**config.mk**
```make
export PLATFORM = sky130hd
export DESIGN_NAME = fp_mul_pipe
export DESIGN_NICKNAME = d
export VERILOG_FILES = /design/src/rtl/fp_mul_pipe.sv
export SDC_FILE = /design/constraint.sdc
export NUM_CORES = 1
export LEC_CHECK = 0
export CAP_MARGIN = 0
export CORE_MARGIN = 4
export CORE_UTILIZATION = 36
export CTS_CLUSTER_DIAMETER = 40
export DETAILED_ROUTE_END_ITERATION = 16
export PLACE_DENSITY = 0.61
export SLEW_MARGIN = 0
export SYNTH_ARGS = -nofsm -noshare
export SYNTH_HDL_FRONTEND = slang
export SYNTH_SLANG_ARGS = --single-unit
```
**constraint.sdc**
```tcl
create_clock -name clk -period 2.2 [get_ports clk]
set_input_delay 0.44 -clock clk [delete_from_list [all_inputs] [get_ports clk]]
set_output_delay 0.44 -clock clk [all_outputs]
set_load 0.01 [all_outputs]
```
**src/rtl/fp_mul_pipe.sv**
```systemverilog
// rtl/fp_mul_pipe.sv - three-stage pipelined floating-point multiplier with valid/ready handshake
module fp_mul_pipe #(
    parameter  int EXP_W = 4,
    parameter  int MAN_W = 3,
    parameter  int BIAS  = 2**(EXP_W-1)-1,
    localparam int W     = 1 + EXP_W + MAN_W
) (
    input  logic         clk,
    input  logic         rst_n,
    input  logic         in_valid,
    output logic         in_ready,
    input  logic [W-1:0] ina,
    input  logic [W-1:0] inb,
    output logic         out_valid,
    input  logic         out_ready,
    output logic [W-1:0] out,
    output logic [2:0]   flags
);

    localparam int EW2 = EXP_W + 2;
    localparam int PW  = 2 * MAN_W + 2;

    localparam logic signed [EW2-1:0] BIAS_V = EW2'(BIAS);
    localparam logic signed [EW2-1:0] MAX_E  = EW2'(2**EXP_W - 1);
    localparam logic signed [EW2-1:0] ONE_E  = EW2'(1);

    // Stage valid bits
    logic v1_q, v1_d, v2_q, v2_d, v3_q, v3_d;

    // Stage 1 payload: sign, zero operand, biased exponent sum, raw significand product
    logic                  s1_sign_q, s1_sign_d;
    logic                  s1_zero_q, s1_zero_d;
    logic signed [EW2-1:0] s1_esum_q, s1_esum_d;
    logic [PW-1:0]         s1_prod_q, s1_prod_d;

    // Stage 2 payload: normalised and rounded exponent/mantissa
    logic                  s2_sign_q, s2_sign_d;
    logic                  s2_zero_q, s2_zero_d;
    logic signed [EW2-1:0] s2_esum_q, s2_esum_d;
    logic [MAN_W-1:0]      s2_man_q, s2_man_d;

    // Stage 3 payload: the packed result word and its flags
    logic [W-1:0]          out_q, out_d;
    logic [2:0]            flags_q, flags_d;

    // A single advance enable keeps every stage in lockstep; a stall freezes the whole pipe
    logic en;
    assign en        = !v3_q || out_ready;
    assign in_ready  = en;
    assign out_valid = v3_q;
    assign out       = out_q;
    assign flags     = flags_q;

    // Stage 1: split operands, sum exponents, multiply significands with hidden ones
    logic [EXP_W-1:0] exp_a, exp_b;
    logic [PW-1:0]    op_a, op_b;
    always_comb begin
        exp_a     = ina[W-2 -: EXP_W];
        exp_b     = inb[W-2 -: EXP_W];
        op_a      = {{(PW-MAN_W-1){1'b0}}, 1'b1, ina[MAN_W-1:0]};
        op_b      = {{(PW-MAN_W-1){1'b0}}, 1'b1, inb[MAN_W-1:0]};
        v1_d      = v1_q;
        s1_sign_d = s1_sign_q;
        s1_zero_d = s1_zero_q;
        s1_esum_d = s1_esum_q;
        s1_prod_d = s1_prod_q;
        if (en) begin
            v1_d      = in_valid;
            s1_sign_d = ina[W-1] ^ inb[W-1];
            s1_zero_d = (exp_a == '0) || (exp_b == '0);
            s1_esum_d = $signed({2'b00, exp_a}) + $signed({2'b00, exp_b}) - BIAS_V;
            s1_prod_d = op_a * op_b;
        end
    end

    // Stage 2: normalise the product to 1.x form, then round to nearest even
    logic [PW-2:0]         norm;
    logic signed [EW2-1:0] esum_n;
    logic [MAN_W-1:0]      man_t;
    logic                  guard, sticky, round_inc;
    logic [MAN_W:0]        man_sum;
    always_comb begin
        norm      = s1_prod_q[PW-1] ? s1_prod_q[PW-2:0] : {s1_prod_q[PW-3:0], 1'b0};
        esum_n    = s1_esum_q + {{(EW2-1){1'b0}}, s1_prod_q[PW-1]};
        man_t     = norm[PW-2 -: MAN_W];
        guard     = norm[MAN_W];
        sticky    = |norm[MAN_W-1:0];
        round_inc = guard && (sticky || man_t[0]);
        man_sum   = {1'b0, man_t} + {{MAN_W{1'b0}}, round_inc};
        v2_d      = v2_q;
        s2_sign_d = s2_sign_q;
        s2_zero_d = s2_zero_q;
        s2_esum_d = s2_esum_q;
        s2_man_d  = s2_man_q;
        if (en) begin
            v2_d      = v1_q;
            s2_sign_d = s1_sign_q;
            s2_zero_d = s1_zero_q;
            if (man_sum[MAN_W]) begin
                // Rounding carried past the top mantissa bit: 1.111.. + ulp = 10.000..
                s2_man_d  = '0;
                s2_esum_d = esum_n + ONE_E;
            end else begin
                s2_man_d  = man_sum[MAN_W-1:0];
                s2_esum_d = esum_n;
            end
        end
    end

    // Stage 3: range check and pack; zero operands win over overflow/underflow
    always_comb begin
        v3_d    = v3_q;
        out_d   = out_q;
        flags_d = flags_q;
        if (en) begin
            v3_d = v2_q;
            if (s2_zero_q) begin
                out_d   = {s2_sign_q, {(W-1){1'b0}}};
                flags_d = 3'b001;
            end else if (s2_esum_q > MAX_E) begin
                out_d   = {s2_sign_q, {(W-1){1'b1}}};
                flags_d = 3'b100;
            end else if (s2_esum_q < ONE_E) begin
                out_d   = {s2_sign_q, {(W-1){1'b0}}};
                flags_d = 3'b011;
            end else begin
                out_d   = {s2_sign_q, s2_esum_q[EXP_W-1:0], s2_man_q};
                flags_d = 3'b000;
            end
        end
    end

    // Pipeline registers; reset empties the pipe and clears the visible result
    always_ff @(posedge clk or negedge rst_n) begin
        if (!rst_n) begin
            v1_q      <= 1'b0;
            v2_q      <= 1'b0;
            v3_q      <= 1'b0;
            s1_sign_q <= 1'b0;
            s1_zero_q <= 1'b0;
            s1_esum_q <= '0;
            s1_prod_q <= '0;
            s2_sign_q <= 1'b0;
            s2_zero_q <= 1'b0;
            s2_esum_q <= '0;
            s2_man_q  <= '0;
            out_q     <= '0;
            flags_q   <= '0;
        end else begin
            v1_q      <= v1_d;
            v2_q      <= v2_d;
            v3_q      <= v3_d;
            s1_sign_q <= s1_sign_d;
            s1_zero_q <= s1_zero_d;
            s1_esum_q <= s1_esum_d;
            s1_prod_q <= s1_prod_d;
            s2_sign_q <= s2_sign_d;
            s2_zero_q <= s2_zero_d;
            s2_esum_q <= s2_esum_d;
            s2_man_q  <= s2_man_d;
            out_q     <= out_d;
            flags_q   <= flags_d;
        end
    end

endmodule

```
==> impl_table.tex <==
\begin{tabular}{lr}
\hline
Metric & Value \\
\hline
\multicolumn{2}{l}{\textbf{Status}} \\
Outcome & complete, but fails checks \\
Violated checks & negative setup slack \\
\multicolumn{2}{l}{\textbf{Placement}} \\
DP Cell Count & 415 \\
HPWL after detailed placement & 3.61 mm \\
Gpl congestion & 0.759 \\
Count of input and output buffers & 32 \\
\multicolumn{2}{l}{\textbf{Floorplan}} \\
Area enclosed by the die boundary & 0.00843 mm\^{}2 \\
Die width & 91.8 um \\
Cell row count & 30 \\
Number of top-level pins & 33 \\
Core region area & 0.00679 mm\^{}2 \\
Effective utilization at floorplan & 37.2\% \\
Die outline height & 91.8 um \\
\multicolumn{2}{l}{\textbf{Layout}} \\
P\&R area growth vs syn & 28.8\% \\
Fin cells & 423 \\
Antenna Diode Count & 0 \\
Filler instances & 656 \\
Share of final-layout standard cells stronger than drive strength 1 & 15.9\% \\
Final net count & 374 \\
Post-layout util & 47.9\% \\
\multicolumn{2}{l}{\textbf{Worst setup path}} \\
Worst path slowest cell & fa\_1 \\
Critical path peak fanout & 3 \\
Crit path to & s1\_prod\_q[7] \\
Buffer and inverter count on the worst path & 2 \\
Count of cell instances traversed by the critical path & 11 \\
Critical Path Max Stage Delay & 0.59 ns \\
Startpoint type of the worst setup path & input port \\
Slack of the worst reg-to-reg path & 0.44 ns \\
Crit end category & flip-flop \\
Critical R2R Launch & s1\_esum\_q[1] \\
Crit path DAT & 2.59 ns \\
R2r worst-path depth & 6 \\
Reg-to-reg endpoint & s2\_esum\_q[5] \\
Required time of the worst setup path & 2.36 ns \\
CP Launch Point & ina[2] \\
Category of the most critical setup path & in -> reg \\
Critical Path, Cell by Cell & buf\_12 > inv\_16 > nor2\_4 > fa\_1 > fa\_1 > ha\_1 > a21o\_1 > a21oi\_2 > o21ai\_1 > xnor2\_1 > o21ai\_1 \\
Cell family contributing the most delay on the critical path & adder cells \\
\multicolumn{2}{l}{\textbf{Power and ir drop}} \\
Peak VDD IR & 340 uV \\
Power per cell area & 1010 mW/mm\^{}2 \\
Combinational group share of total power & 41.8\% \\
Final Power & 3310 uW \\
Power Internal & 2110 uW \\
Static leakage & 0.00152 uW \\
Share of power burned in the clock network & 18.8\% \\
Switching power & 1200 uW \\
Fraction of power consumed by sequential logic & 39.4\% \\
Sw Share & 36.2\% \\
\multicolumn{2}{l}{\textbf{Timing}} \\
Total negative setup slack & -0.705 ns \\
Post-route clock period utilization & 111\% \\
Final Hold Vio Count & 0 \\
Actual transition at the worst max-transition pin & 0.519 ns \\
Hold slack & 0.205 ns \\
Fin crit period & 2.43 ns \\
Setup slack of the critical path after layout & -0.234 ns \\
Relative max-transition margin & 65.4\% \\
RSZ-0062 raised after global routing & yes \\
Setup Viol. Count Final & 4 \\
Max Clk Rate & 411 MHz \\
Count of final max-slew check failures & 0 \\
Worst-case clock skew & 0.00453 ns \\
\multicolumn{2}{l}{\textbf{Global route}} \\
Overall Global Routing Usage & 12.2\% \\
Total global routing overflow & 0 \\
Initial antenna violation count & 0 \\
Global-route wire length before repair & 8.52 mm \\
Number of global-route vias before repair & 1948 \\
Largest net degree at the start of global routing & 48 \\
\multicolumn{2}{l}{\textbf{Clocking}} \\
Latest clock arrival within the worst-skew pair & 0.29 ns \\
Number of buffers added by the clock tree synthesis step & 5 \\
CTS Sinks & 41 \\
Post-cts hold buffer count & 0 \\
Post-CTS clock slew at the launch and capture registers of the worst setup and hold paths & 0.08 ns \\
TritonCTS clock tree & done \\
Clk root buf & clkbuf\_8 \\
CTS H-Tree Depth & 2 \\
Number of buffers on the longest clock path & 2 \\
\multicolumn{2}{l}{\textbf{Synth}} \\
Average cell area after synthesis & 9.13 um\^{}2 \\
Fraction of the yosys area taken by sequential cells & 40.6\% \\
Flip-flop and latch count after synthesis & 41 \\
Syn nets & 325 \\
Synthesized netlist cell count & 277 \\
Number of distinct library cells after synthesis & 39 \\
Cell Area, Synth & 0.00253 mm\^{}2 \\
Warnings, synthesis & 0 \\
\multicolumn{2}{l}{\textbf{Drt}} \\
Vias & 1923 \\
Wire length reported by the detailed router & 4.74 mm \\
Antenna viol nets, final & 0 \\
Mean routed wirelength per cell & 11.2 um \\
Via count normalized by instance count & 4.55 \\
Violation count after the first detailed-routing iteration & 50 \\
DRC Markers & 0 \\
Count of TritonRoute iterations in the first routing pass & 4 \\
\multicolumn{2}{l}{\textbf{Job}} \\
Maxcap violations & 0 \\
\multicolumn{2}{l}{\textbf{Worst hold path}} \\
Worst min-delay path class & in -> async \\
\hline
\end{tabular}
-- sequential cells by signal, summed over array words and instances, names as in the netlist --
name       cells
flags          3
s2_zero_q      1
s1_prod_q      8
v1_q           1
s2_man_q       3
s1_esum_q      6
s2_sign_q      1
out_valid      1
out            8
s2_esum_q      6
s1_sign_q      1
s1_zero_q      1
v2_q           1
-- cell type report --
| cell class | count | area (um^2) | share of cell area [%] |
|---|---|---|---|
| Inverter | 21 | 115 | 3.53 |
| Sequential cell | 41 | 1030 | 31.5 |
| Tap cell | 96 | 120 | 3.69 |
| Timing Repair Buffer | 52 | 470 | 14.4 |
| Clock inverter | 1 | 30.0 | 0.922 |
| Clock buffer | 7 | 86.3 | 2.65 |
| Multi-Input combinational cell | 205 | 1410 | 43.3 |
-- metrics by stage --
step                      area (um^2)  setup WS [ns]
after floorplan                  2590         -0.298
after global placement           3130         -0.988
after detailed placement         3130          -1.05
after CTS                        3240         -0.327
after global routing             3260         -0.327
final                            3260         -0.234
-- metal layers --
metal	share of wire [%]	track usage (%)	vias to the layer above
met2	45	19.5	32
li1	-	-	1020
met1	51	16.6	869
met4	0.44	2.60	0
met3	4.1	3.04	2
met5	0	0	-
-- power by group through the flow --
| stage | Sequential [uW] | Clock [uW] | Combinational [uW] |
|---|---|---|---|
| 4_1_cts | 1310 | 643 | 1400 |
| 3_5_place_dp | 1320 | 0 | 1390 |
| 5_1_grt | 1360 | 675 | 1570 |
| 2_1_floorplan | 1300 | 0 | 879 |
| 3_3_place_gp | 1310 | 0 | 1360 |
| 6_report | 1300 | 622 | 1380 |
-- synth_stat cells (all sizes together) --
cell	count	area [um^2]
nor3b	1	12.5
a21bo	1	10.0
nand4b	1	8.76
a21boi	1	7.51
xor2	7	61.3
mux2i	3	30.0
nor3	2	10.0
nand3	15	75.1
a21oi	13	76.3
dfrtp	41	1030
nor2b	2	12.5
fa	6	120
and3	1	6.26
a2111oi	1	27.5
nor4	2	12.5
o21ai	20	100
inv	20	75.1
nand3b	1	7.51
nor2	15	56.3
clkbuf	4	15.0
clkinv	1	3.75
nand2b	2	20.0
nand2	64	243
a211oi	1	7.51
xnor2	10	87.6
buf	6	31.3
ha	22	275
o311ai	2	25.0
a21o	4	30.0
o31ai	2	15.0
and2	4	25.0
o211ai	2	15.0
-- cell usage in the layout (no fill, tap or decap), drive strengths merged, types with 2 or more instances in the layout --
cell,count
inv,20
nand2,64
dfrtp,41
o211ai,2
buf,25
mux2i,3
nor2,15
o31ai,2
xor2,7
nor3,2
nand2b,2
nor2b,2
nand3,15
clkbuf,8
a21o,4
ha,22
and2,4
a21oi,13
clkdlybuf4s50,26
nor4,2
xnor2,10
fa,6
o21ai,20
o311ai,2
-- worst min-delay path by stage --
stage / startpoint / endpoint / slack (ns) / cells past startpoint
5_1_grt: rst_n / s1_esum_q[4] / 0.25 / 2
3_3_place_gp: v2_q / v2_q / 0.44 / 2
4_1_cts: rst_n / out[4] / 0.22 / 2
6_report: rst_n / out[6] / 0.20 / 2
2_1_floorplan: rst_n / flags[0] / 0.14 / 0
3_5_place_dp: v2_q / v2_q / 0.45 / 2
-- kinds of logic after synthesis --
group | count (synthesis) | synth area share (%)
and+or+nand+nor | 110 | 19.3
adders and majority gates | 28 | 15.6
DFF | 41 | 40.6
AOI/OAI and AO/OA | 47 | 12.4
buffers and inverters | 31 | 4.95
muxes | 3 | 1.19
xor gates and xnor gates | 17 | 5.89
-- worst reg2reg max path, stage by stage, from the launching register on --
cell and delay [ns]:
dfrtp_1 0.49, ha_1 0.33, nand2_2 0.09, a2111oi_4 0.35, o311ai_2 0.14, xnor2_1 0.17
o21ai_1 0.07
-- repair_timing --
| item | CTS | global route |
|---|---|---|
| gates resized for setup | 22 | 12 |
| setup endpoints to repair | 5 | 5 |
| setup buffers | 0 | 1 |
| pin swaps | 9 | 12 |
Power figures use the tool's default switching activity.
